### src/rtl/mux16_pkg.sv
// Shared constants for the 16-lane select stage.
package mux16_pkg;
   localparam int unsigned MUX16_LANES = 16;
   localparam int unsigned MUX16_SEL_W = 4;
endpackage

### src/rtl/mux16.sv
// 16:1 multiplexer of WIDTH-bit lanes with a combinational output and a
// registered copy (synchronous active-low clear, load enable).
module mux16
   import mux16_pkg::*;
#(
   parameter int unsigned WIDTH = 8
) (
   input  logic                   clk,
   input  logic                   rst_n,
   input  logic [MUX16_SEL_W-1:0] sel_i,
   input  logic [WIDTH-1:0]       in0_i,
   input  logic [WIDTH-1:0]       in1_i,
   input  logic [WIDTH-1:0]       in2_i,
   input  logic [WIDTH-1:0]       in3_i,
   input  logic [WIDTH-1:0]       in4_i,
   input  logic [WIDTH-1:0]       in5_i,
   input  logic [WIDTH-1:0]       in6_i,
   input  logic [WIDTH-1:0]       in7_i,
   input  logic [WIDTH-1:0]       in8_i,
   input  logic [WIDTH-1:0]       in9_i,
   input  logic [WIDTH-1:0]       in10_i,
   input  logic [WIDTH-1:0]       in11_i,
   input  logic [WIDTH-1:0]       in12_i,
   input  logic [WIDTH-1:0]       in13_i,
   input  logic [WIDTH-1:0]       in14_i,
   input  logic [WIDTH-1:0]       in15_i,
   input  logic                   en_i,
   output logic [WIDTH-1:0]       out_o,
   output logic [WIDTH-1:0]       out_r_o
);

   // Default arm is only reachable when sel_i carries X/Z; it propagates X.
   always_comb begin
      out_o = {WIDTH{1'bx}};
      case (sel_i)
         4'h0: out_o = in0_i;
         4'h1: out_o = in1_i;
         4'h2: out_o = in2_i;
         4'h3: out_o = in3_i;
         4'h4: out_o = in4_i;
         4'h5: out_o = in5_i;
         4'h6: out_o = in6_i;
         4'h7: out_o = in7_i;
         4'h8: out_o = in8_i;
         4'h9: out_o = in9_i;
         4'hA: out_o = in10_i;
         4'hB: out_o = in11_i;
         4'hC: out_o = in12_i;
         4'hD: out_o = in13_i;
         4'hE: out_o = in14_i;
         4'hF: out_o = in15_i;
         default: out_o = {WIDTH{1'bx}};
      endcase
   end

   // Reset has priority over the load enable.
   always_ff @(posedge clk) begin
      if (!rst_n) begin
         out_r_o <= '0;
      end else if (en_i) begin
         out_r_o <= out_o;
      end
   end

endmodule

### config.mk
export PLATFORM = sky130hd
export DESIGN_NAME = mux16
export DESIGN_NICKNAME = d
export VERILOG_FILES = /design/src/rtl/mux16_pkg.sv /design/src/rtl/mux16.sv
export SDC_FILE = /design/constraint.sdc
export NUM_CORES = 1
export LEC_CHECK = 0
export ABC_AREA = 1
export BUFFER_PORTS_ARGS = -buffer_cell sky130_fd_sc_hd__clkbuf_2
export CORE_MARGIN = 2
export CORE_UTILIZATION = 35
export DETAILED_ROUTE_END_ITERATION = 8
export GPL_ROUTABILITY_DRIVEN = 0
export PLACE_DENSITY = 0.88
export SETUP_SLACK_MARGIN = 0.4
export SLEW_MARGIN = 20
export SYNTH_ARGS = -nofsm -noshare
export SYNTH_HDL_FRONTEND = slang
export SYNTH_SLANG_ARGS = --single-unit
export TNS_END_PERCENT = 20
### constraint.sdc
create_clock -name clk -period 1.2 [get_ports clk]
set_input_delay 0.24 -clock clk [delete_from_list [all_inputs] [get_ports clk]]
set_output_delay 0.24 -clock clk [all_outputs]
set_load 0.03 [all_outputs]
==> results of run 1 <==
repair_timing:
action	CTS	global route
endpoints found under the setup margin	24	24
gates resized for setup	68	24
setup buffers	1	4
pin swaps	19	11
cloned	3	0
stage by stage:
stage / instance area, sq um / setup TNS [ns] / power, mW / utilization / worst slack [ns]
finish: 3180 / -3.90 / 1.89 / 0.678 / -0.433
global route: 3180 / -4.98 / 1.98 / 0.678 / -0.495
CTS: 3090 / -3.27 / 1.79 / 0.658 / -0.421
detailed placement: 2710 / -8.46 / 1.26 / 0.578 / -0.677
global placement: 2710 / -7.82 / 1.25 / 0.578 / -0.630
floorplan: 1870 / -0.0587 / 0.862 / - / -0.0158
cell usage in the layout, fill, tap and decap left out:
master	count
inv_4	4
inv_8	1
nor2_1	50
buf_8	14
nand3_2	15
dfxtp_2	6
nand3_1	97
inv_1	17
nor2_2	13
nand2_1	91
nand2_2	13
nand2_8	3
clkbuf_8	5
buf_4	15
clkbuf_16	3
clkbuf_4	1
inv_6	2
nor2_4	10
buf_12	8
dfxtp_1	2
nor4_4	1
buf_6	2
clkbuf_2	130
kinds of logic (layout without fill, tap and decap cells):
kind of cell,Yosys count,after routing
buffers and inverters,43,202
flip-flops,8,8
AND/OR/NAND/NOR,291,293
how the worst min path moves through the flow:
stage / startpoint / endpoint / slack, ns / cells past startpoint
finish: in0_i[2] / out_r_o[2] / 0.35 / 5
CTS: in0_i[1] / out_r_o[1] / 0.36 / 5
detailed placement: out_r_o[4] / out_r_o[4] / 0.55 / 4
floorplan: in0_i[0] / out_r_o[0] / 0.48 / 4
global route: in0_i[2] / out_r_o[2] / 0.37 / 5
global placement: out_r_o[3] / out_r_o[3] / 0.54 / 4
worst max-delay path, stage by stage:
cell and delay (ns):
clkbuf_16 0.14, buf_12 0.13, nor2_4 0.12, buf_12 0.19, nand3_1 0.08, nand2_1 0.10, nor2_1 0.05, nand2_1 0.07
nor2_2 0.06, nand2_2 0.09, buf_8 0.12
per-layer routing:
| layer | share of wire | GRT usage | wire (um) | up-vias |
|---|---|---|---|---|
| met5 | 0 | 0 | 0 | - |
| met4 | 0.030 | 0.0747 | 243 | 0 |
| met3 | 0.095 | 0.0370 | 777 | 39 |
| met2 | 0.51 | 0.540 | 4130 | 202 |
| met1 | 0.37 | 0.328 | 3000 | 1246 |
| li1 | - | - | - | 1429 |
power by group through the flow:
| stage | Sequential [mW] | Clock [mW] | Combinational, mW |
|---|---|---|---|
| after global routing | 0.318 | 0.361 | 1.30 |
| final | 0.316 | 0.346 | 1.23 |
| after detailed placement | 0.308 | 0 | 0.957 |
| after floorplan | 0.352 | 0 | 0.510 |
| after CTS | 0.310 | 0.347 | 1.13 |
| after global placement | 0.306 | 0 | 0.945 |
layout make-up:
class	count	area [sq um]	area share
sequential	8	168	0.0527
clock buffer	3	41.3	0.0130
timing repair inverter	1	6.26	0.00197
multi-input combinational	293	1520	0.478
tap	54	67.6	0.0212
inverter	23	111	0.0350
timing repair buffer	175	1270	0.398
==> results.cfg, run 1 <==
[floorplanning]
die_w_um = 73.7
start_util = 0.363
core_sq_mm = 0.00469
top_level_ports = 151
row_count = 25
dieArea_sq_mm = 0.00544
die_h_um = 73.7

[grt]
grt_max_degree = 27
antenna_found_initial = 0
grt_overflow = 0
grt_pass1_vias = 2627
grt_pass1_wl_um = 12000
track_usage = 0.284

[routing]
drc = 0
avgRoutedWirePerCell_um = 14.6
wl_um = 8150
ant_nets = 0
first_iter_violations = 224
vias = 2916
via_per_inst = 5.24
drt_first_pass_iters = 5

[critical_path]
regToRegStartpoint = out_r_o[5]
critPathMaxFanout = 26
cp-endpoint = out_o[6]
worst_setup_path_start_kind = input port
crit_path_start = sel_i[3]
cp.required_ns = 0.96
setup.worst_path.class = input port to output pin
arrival_ns = 1.39
critPathCaptureType = output pin
r2r_end = out_r_o[5]
r2r_setup_slack_ns = 0.43
r2r_cells = 4

[clock_tree]
numCtsBuffers = 3
htreeDepth = 1
cts_sinks = 8
path_clk_slew_ns = 0.04
clockBufferDepth = 2
clk_latency_ns = 0.24
root_buffer = clkbuf_8
cts_tree = built
cts.hold.buffers_added = 0

[synthesis]
ys_types = 14
netlist_instances = 342
ys_seq_area_frac = 0.0941
synth_edf_count = 0
synth_largest_area_cell = nand3_1
syn-num-nets = 477
synth.top_cell.area_share = 0.329
yosys.area_share.simple = 0.765
synthAdderAreaFrac = 0
ys.flop_type = dfxtp_1
async_flop_share = 0
synth_common_cells = nand3_1, nand2_1, nor2_1
synth_area_sq_mm = 0.00170
synthMuxAreaShare = 0
postSynthAreaPerCell_sq_um = 4.98
synth_most_common_cell = nand3_1
synth_warnings = 0
synth_xor_area_frac = 0
synth_compound_area_frac = 0
synth_top_family_by_area = simple AND/OR/NAND/NOR gates
synth_area_leaders = nand3_1, nand2_1, nor2_1
synth-seq-cells = 8

[final_layout]
area_growth_pct = 87.0
instances_no_fill = 557
n_antenna_cell = 0
top_regs = out_r_o x8
largest_register_ffs = 8
regMostFlops = out_r_o
final_net_count = 640
n_fill_cell = 422
layout-drive-gt1-share = 0.489

[pwr]
p_leak_nw = 1.86
internal-power_mw = 1.09
power.switching_mw = 0.802
sw_frac_of_total = 0.425
clkPwrFrac = 0.183
powerDensity_mw_per_mm2 = 593
seqPwrFrac = 0.167
ir_drop_v = 0.000400
power_frac_comb = 0.649

[timing]
setup_slack_ns = -0.433
slew_headroom = 0.765
max_freq_ghz = 0.612
worst_slew_pin_slew_ns = 0.352
hold_viol = 0
fin_crit_ns = 1.63
period_share = 1.36
final_max_slew_viol_count = 0
rsz0062_at_grt = true
skew_ns = 0
setup_violations = 14
whs_ns = 0.352

[status]
failed_checks = negative setup slack
outcome = finished, violations left

[job]
maxCapViolCount = 0

[place]
post-dp-hpwl_um = 5760
port_buffers = 150
dpl.cell_count = 546

[min_path]
worstHoldPathType = input port to register
No activity file was read; power rests on OpenSTA's default activity.
==> run 2: changes to the inputs <==
--- a/config.mk
+++ b/config.mk
@@ -11,7 +11,7 @@
 export CORE_UTILIZATION = 35
 export DETAILED_ROUTE_END_ITERATION = 8
 export GPL_ROUTABILITY_DRIVEN = 0
-export PLACE_DENSITY = 0.88
+export PLACE_DENSITY = 0.77
 export SETUP_SLACK_MARGIN = 0.4
 export SLEW_MARGIN = 20
 export SYNTH_ARGS = -nofsm -noshare
==> results.cfg, run 2 (synthesis results as in run 1) <==
[status]
outcome = finished, violations left
failed_checks = negative setup slack

[timing]
rsz0062_at_grt = true
fin_crit_ns = 1.71
setup_slack_ns = -0.508
final_max_slew_viol_count = 0
skew_ns = 0
setup_violations = 16
worst_slew_pin_slew_ns = 0.362
hold_viol = 0
period_share = 1.42
slew_headroom = 0.758
max_freq_ghz = 0.585
whs_ns = 0.459

[pwr]
seqPwrFrac = 0.170
powerDensity_mw_per_mm2 = 590
total_power_mw = 1.82
p_leak_nw = 1.85
internal-power_mw = 1.05
sw_frac_of_total = 0.424
power_frac_comb = 0.640
ir_drop_v = 0.000356
power.switching_mw = 0.773
clkPwrFrac = 0.190

[min_path]
worstHoldPathType = input port to register
whs_path_depth = 6

[final_layout]
final_cell_mix = clkbuf_2, nand3_1, nand2_1
n_antenna_cell = 0
final_common_cell = clkbuf_2
layout-drive-gt1-share = 0.481
final_net_count = 642
n_fill_cell = 435
top_regs = out_r_o x8
largest_register_ffs = 8
final_area_sq_mm = 0.00309
area_growth_pct = 81.8
final_core_util = 0.659
regMostFlops = out_r_o

[critical_path]
r2r_cells = 4
cpPeakStageDelay_ns = 0.20
critical_path_depth = 12
crit_buf_inv = 5
worst_setup_path_start_kind = input port
setup.worst_path.class = input port to output pin
critPathCaptureType = output pin
arrival_ns = 1.47
critPathMaxFanout = 6
cp_top_family = simple AND/OR/NAND/NOR gates
worstPathCellList = clkbuf_16 > buf_6 > inv_6 > nor2_4 > buf_4 > nand3_1 > nand2_1 > nor2_1 > nand2_1 > nor2_4 > nand2_2 > clkbuf_8
slowest_stage = nor2_4
cp.required_ns = 0.96

[place]
dpl-instance-area_sq_mm = 0.00275
post-dp-hpwl_um = 5750
dp_slack_ns = -0.634
port_buffers = 150

[floorplanning]
die_h_um = 73.7
die_w_um = 73.7
core_sq_mm = 0.00469
top_level_ports = 151
start_util = 0.363
row_count = 25
dieArea_sq_mm = 0.00544

[grt]
grt_pass1_vias = 2669
grt_overflow = 0
antenna_found_initial = 0
track_usage = 0.275
grt_max_degree = 27
grt_pass1_wl_um = 11800

[clock_tree]
numCtsBuffers = 3
clk_latency_ns = 0.24
htreeDepth = 1
cts_sinks = 8
root_buffer = clkbuf_8
path_clk_slew_ns = 0.04
cts_tree = built
clockBufferDepth = 2

[routing]
ant_nets = 0
wl_um = 7550
via_per_inst = 5.15
vias = 2878
drc = 0
first_iter_violations = 196
avgRoutedWirePerCell_um = 13.5
drt_first_pass_iters = 7

[job]
maxCapViolCount = 0
==> run 2: changes by cell type in the layout (fill, tap and decap cells not counted), moves of 3 or more <==
cell and delta:
dfxtp_2 -6, buf_8 -9, nor2_1 -4, nand3_1 +3
clkbuf_8 +9, dfxtp_1 +6, nand3_2 -3, buf_12 -3
buf_4 +9
==> run 2: tightest hold or removal path, stage by stage <==
cell	delay, ns
clkbuf_2	0.07
nand2_1	0.07
buf_4	0.13
nand3_1	0.07
nand2_1	0.05
inv_1	0.04
==> run 2: path summary, 6_finish.rpt <==
path / from / to / slack, ns
worst max-delay path: sel_i[1] / out_o[6] / -0.51
worst min-delay path: in0_i[7] / out_r_o[7] / 0.46
worst max register to register: out_r_o[4] / out_r_o[4] / 0.46
worst min register to register: out_r_o[5] / out_r_o[5] / 0.57
==> run 2: power by group through the flow <==
stage / registers [mW] / logic, mW / clock network [mW]
5_1_grt: 0.311 / 1.26 / 0.362
3_5_place_dp: 0.310 / 0.971 / 0
4_1_cts: 0.308 / 1.11 / 0.347
2_1_floorplan: 0.352 / 0.510 / 0
3_3_place_gp: 0.307 / 0.964 / 0
6_report: 0.310 / 1.17 / 0.347
==> run 2: layout make-up <==
| class | count | area, sq um | area share |
|---|---|---|---|
| Tap cell | 54 | 67.6 | 0.0218 |
| Clock buffer | 3 | 41.3 | 0.0133 |
| Sequential cell | 8 | 160 | 0.0518 |
| Multi-Input combinational cell | 293 | 1510 | 0.488 |
| Inverter | 23 | 111 | 0.0360 |
| Timing Repair Buffer | 178 | 1200 | 0.389 |
==> run 2: layer usage <==
| layer | up-vias | part of all wire | track usage |
|---|---|---|---|
| li1 | 1435 | - | - |
| met1 | 1262 | 0.39 | 0.337 |
| met2 | 165 | 0.50 | 0.496 |
| met3 | 16 | 0.090 | 0.0494 |
| met4 | 0 | 0.017 | 0.0606 |
| met5 | - | 0 | 0 |
==> run 2: per-stage QoR <==
step	cells	setup TNS [ns]
2_1_floorplan	342	-0.0587
3_3_place_gp	553	-8.21
3_5_place_dp	553	-8.53
4_1_cts	558	-4.78
5_1_grt	559	-6.10
6_report	559	-4.65
==> run 2: timing repair <==
item	4_1_cts	5_1_grt
setup buffers	0	1
hold buffers	0	0
endpoints found under the setup margin	24	24
pin swaps	11	7
gates resized for setup	54	23
cloned	2	0
==> run 3: changes to the inputs <==
--- a/config.mk
+++ b/config.mk
@@ -7,6 +7,8 @@
 export LEC_CHECK = 0
 export ABC_AREA = 1
 export BUFFER_PORTS_ARGS = -buffer_cell sky130_fd_sc_hd__clkbuf_2
+export CAP_MARGIN = 10
+export CORE_ASPECT_RATIO = 0.6
 export CORE_MARGIN = 2
 export CORE_UTILIZATION = 35
 export DETAILED_ROUTE_END_ITERATION = 8
==> results.cfg, run 3 (synthesis results as in run 1) <==
[final_layout]
final_common_cell = clkbuf_2
top_regs = out_r_o x8
largest_register_ffs = 8
regMostFlops = out_r_o
final_net_count = 647
final_area_sq_mm = 0.00334
final_cell_mix = clkbuf_2, nand3_1, nand2_1
layout-drive-gt1-share = 0.504
n_antenna_cell = 0
area_growth_pct = 96.0

[clock_tree]
numCtsBuffers = 3
clk_latency_ns = 0.24
cts_tree = built
path_clk_slew_ns = 0.04
root_buffer = clkbuf_8
htreeDepth = 1
clockBufferDepth = 2
cts_sinks = 8

[floorplanning]
top_level_ports = 151
row_count = 19
die_h_um = 58.0
die_w_um = 94.0
start_util = 0.367
core_sq_mm = 0.00464
dieArea_sq_mm = 0.00545

[timing]
max_freq_ghz = 0.599
period_share = 1.39
hold_viol = 0
final_max_slew_viol_count = 0
slew_headroom = 0.754
worst_slew_pin_slew_ns = 0.367
fin_crit_ns = 1.67
setup_slack_ns = -0.470
rsz0062_at_grt = true
setup_violations = 16
skew_ns = 0

[status]
failed_checks = negative setup slack
outcome = finished, violations left

[critical_path]
r2r_cells = 4
critPathMaxFanout = 6
regToRegStartpoint = out_r_o[7]
crit_buf_inv = 5
critical_path_depth = 12
setup.worst_path.class = input port to output pin
cpPeakStageDelay_ns = 0.15
slowest_stage = clkbuf_16
worstPathCellList = clkbuf_16 > clkinv_8 > nor2_4 > buf_12 > clkbuf_16 > nand3_1 > nand2_1 > nor2_2 > nand2_2 > nor2_4 > nand2_2 > clkbuf_8
crit_path_start = sel_i[1]
cp.required_ns = 0.96
arrival_ns = 1.43
worst_setup_path_start_kind = input port
critPathCaptureType = output pin
cp_top_family = buffers and inverters

[job]
maxCapViolCount = 0

[pwr]
p_leak_nw = 1.94
total_power_mw = 1.96
powerDensity_mw_per_mm2 = 587
ir_drop_v = 0.000363

[grt]
grt_pass1_vias = 2693
antenna_found_initial = 0
grt_pass1_wl_um = 12800
grt_overflow = 0
track_usage = 0.302
grt_max_degree = 27

[place]
port_buffers = 150
dpl-instance-area_sq_mm = 0.00278
dp_slack_ns = -0.633
post-dp-hpwl_um = 6410

[routing]
first_iter_violations = 169
ant_nets = 0
via_per_inst = 5.13
avgRoutedWirePerCell_um = 15.0
drc = 0
vias = 2941
wl_um = 8610
drt_first_pass_iters = 5

[min_path]
hold_start = in0_i[7]
whs_path_depth = 5
worstHoldPathType = input port to register
[run 3: cell count changes in the layout (fill, tap and decap cells not counted), sizes merged]
| cell | change |
|---|---|
| clkinv | +1 |
| nor2 | -1 |
| buf | +3 |
| inv | -1 |
| clkbuf | +3 |
[run 3: routing by layer]
metal	GRT usage	wire length [um]	share of wire
met1	0.395	3650	0.42
met2	0.511	3840	0.45
met3	0.0767	1020	0.12
met4	0.0600	103	0.012
met5	0	0	0
[run 3: repair_timing]
action | 4_1_cts | 5_1_grt
setup endpoints to repair | 24 | 24
pin swaps | 33 | 33
cloned | 2 | 2
setup buffers | 6 | 1
resized for setup | 61 | 30
hold buffers | 0 | 0
[run 3: tightest hold or removal path, stage by stage]
cell and delay, ns:
clkbuf_2 0.08, nand2_1 0.07, nand3_1 0.09, nand2_1 0.05, inv_1 0.04
[run 3: layout make-up]
type	instances	area [sq um]
Inverter	23	116
Tap cell	63	78.8
Timing Repair Buffer	184	1390
Clock buffer	3	41.3
Multi-Input combinational cell	292	1550
Fill cell	398	1300
Sequential cell	8	160
[run 3: final timing paths]
check | endpoint | slack, ns
setup / recovery | out_o[0] | -0.47
hold / removal | out_r_o[7] | 0.36
setup reg to reg | out_r_o[7] | 0.45
hold reg to reg | out_r_o[6] | 0.57
[run 3: report_power, final]
part | internal, mW | leakage [nW] | switching [mW]
Clock | 0.220 | 0.0216 | 0.135
Sequential | 0.290 | 0.0664 | 0.0196
Combinational | 0.620 | 1.85 | 0.675
[run 3: stage by stage]
| stage | hold slack (ns) | util | cells | TNS, ns |
|---|---|---|---|---|
| after floorplan | 0.479 | - | 342 | -0.0587 |
| after global placement | 0.539 | 0.599 | 559 | -7.70 |
| after detailed placement | 0.546 | 0.599 | 559 | -8.08 |
| after CTS | 0.354 | 0.686 | 570 | -4.17 |
| after global routing | 0.396 | 0.720 | 573 | -5.52 |
| final | 0.358 | 0.720 | 573 | -4.38 |
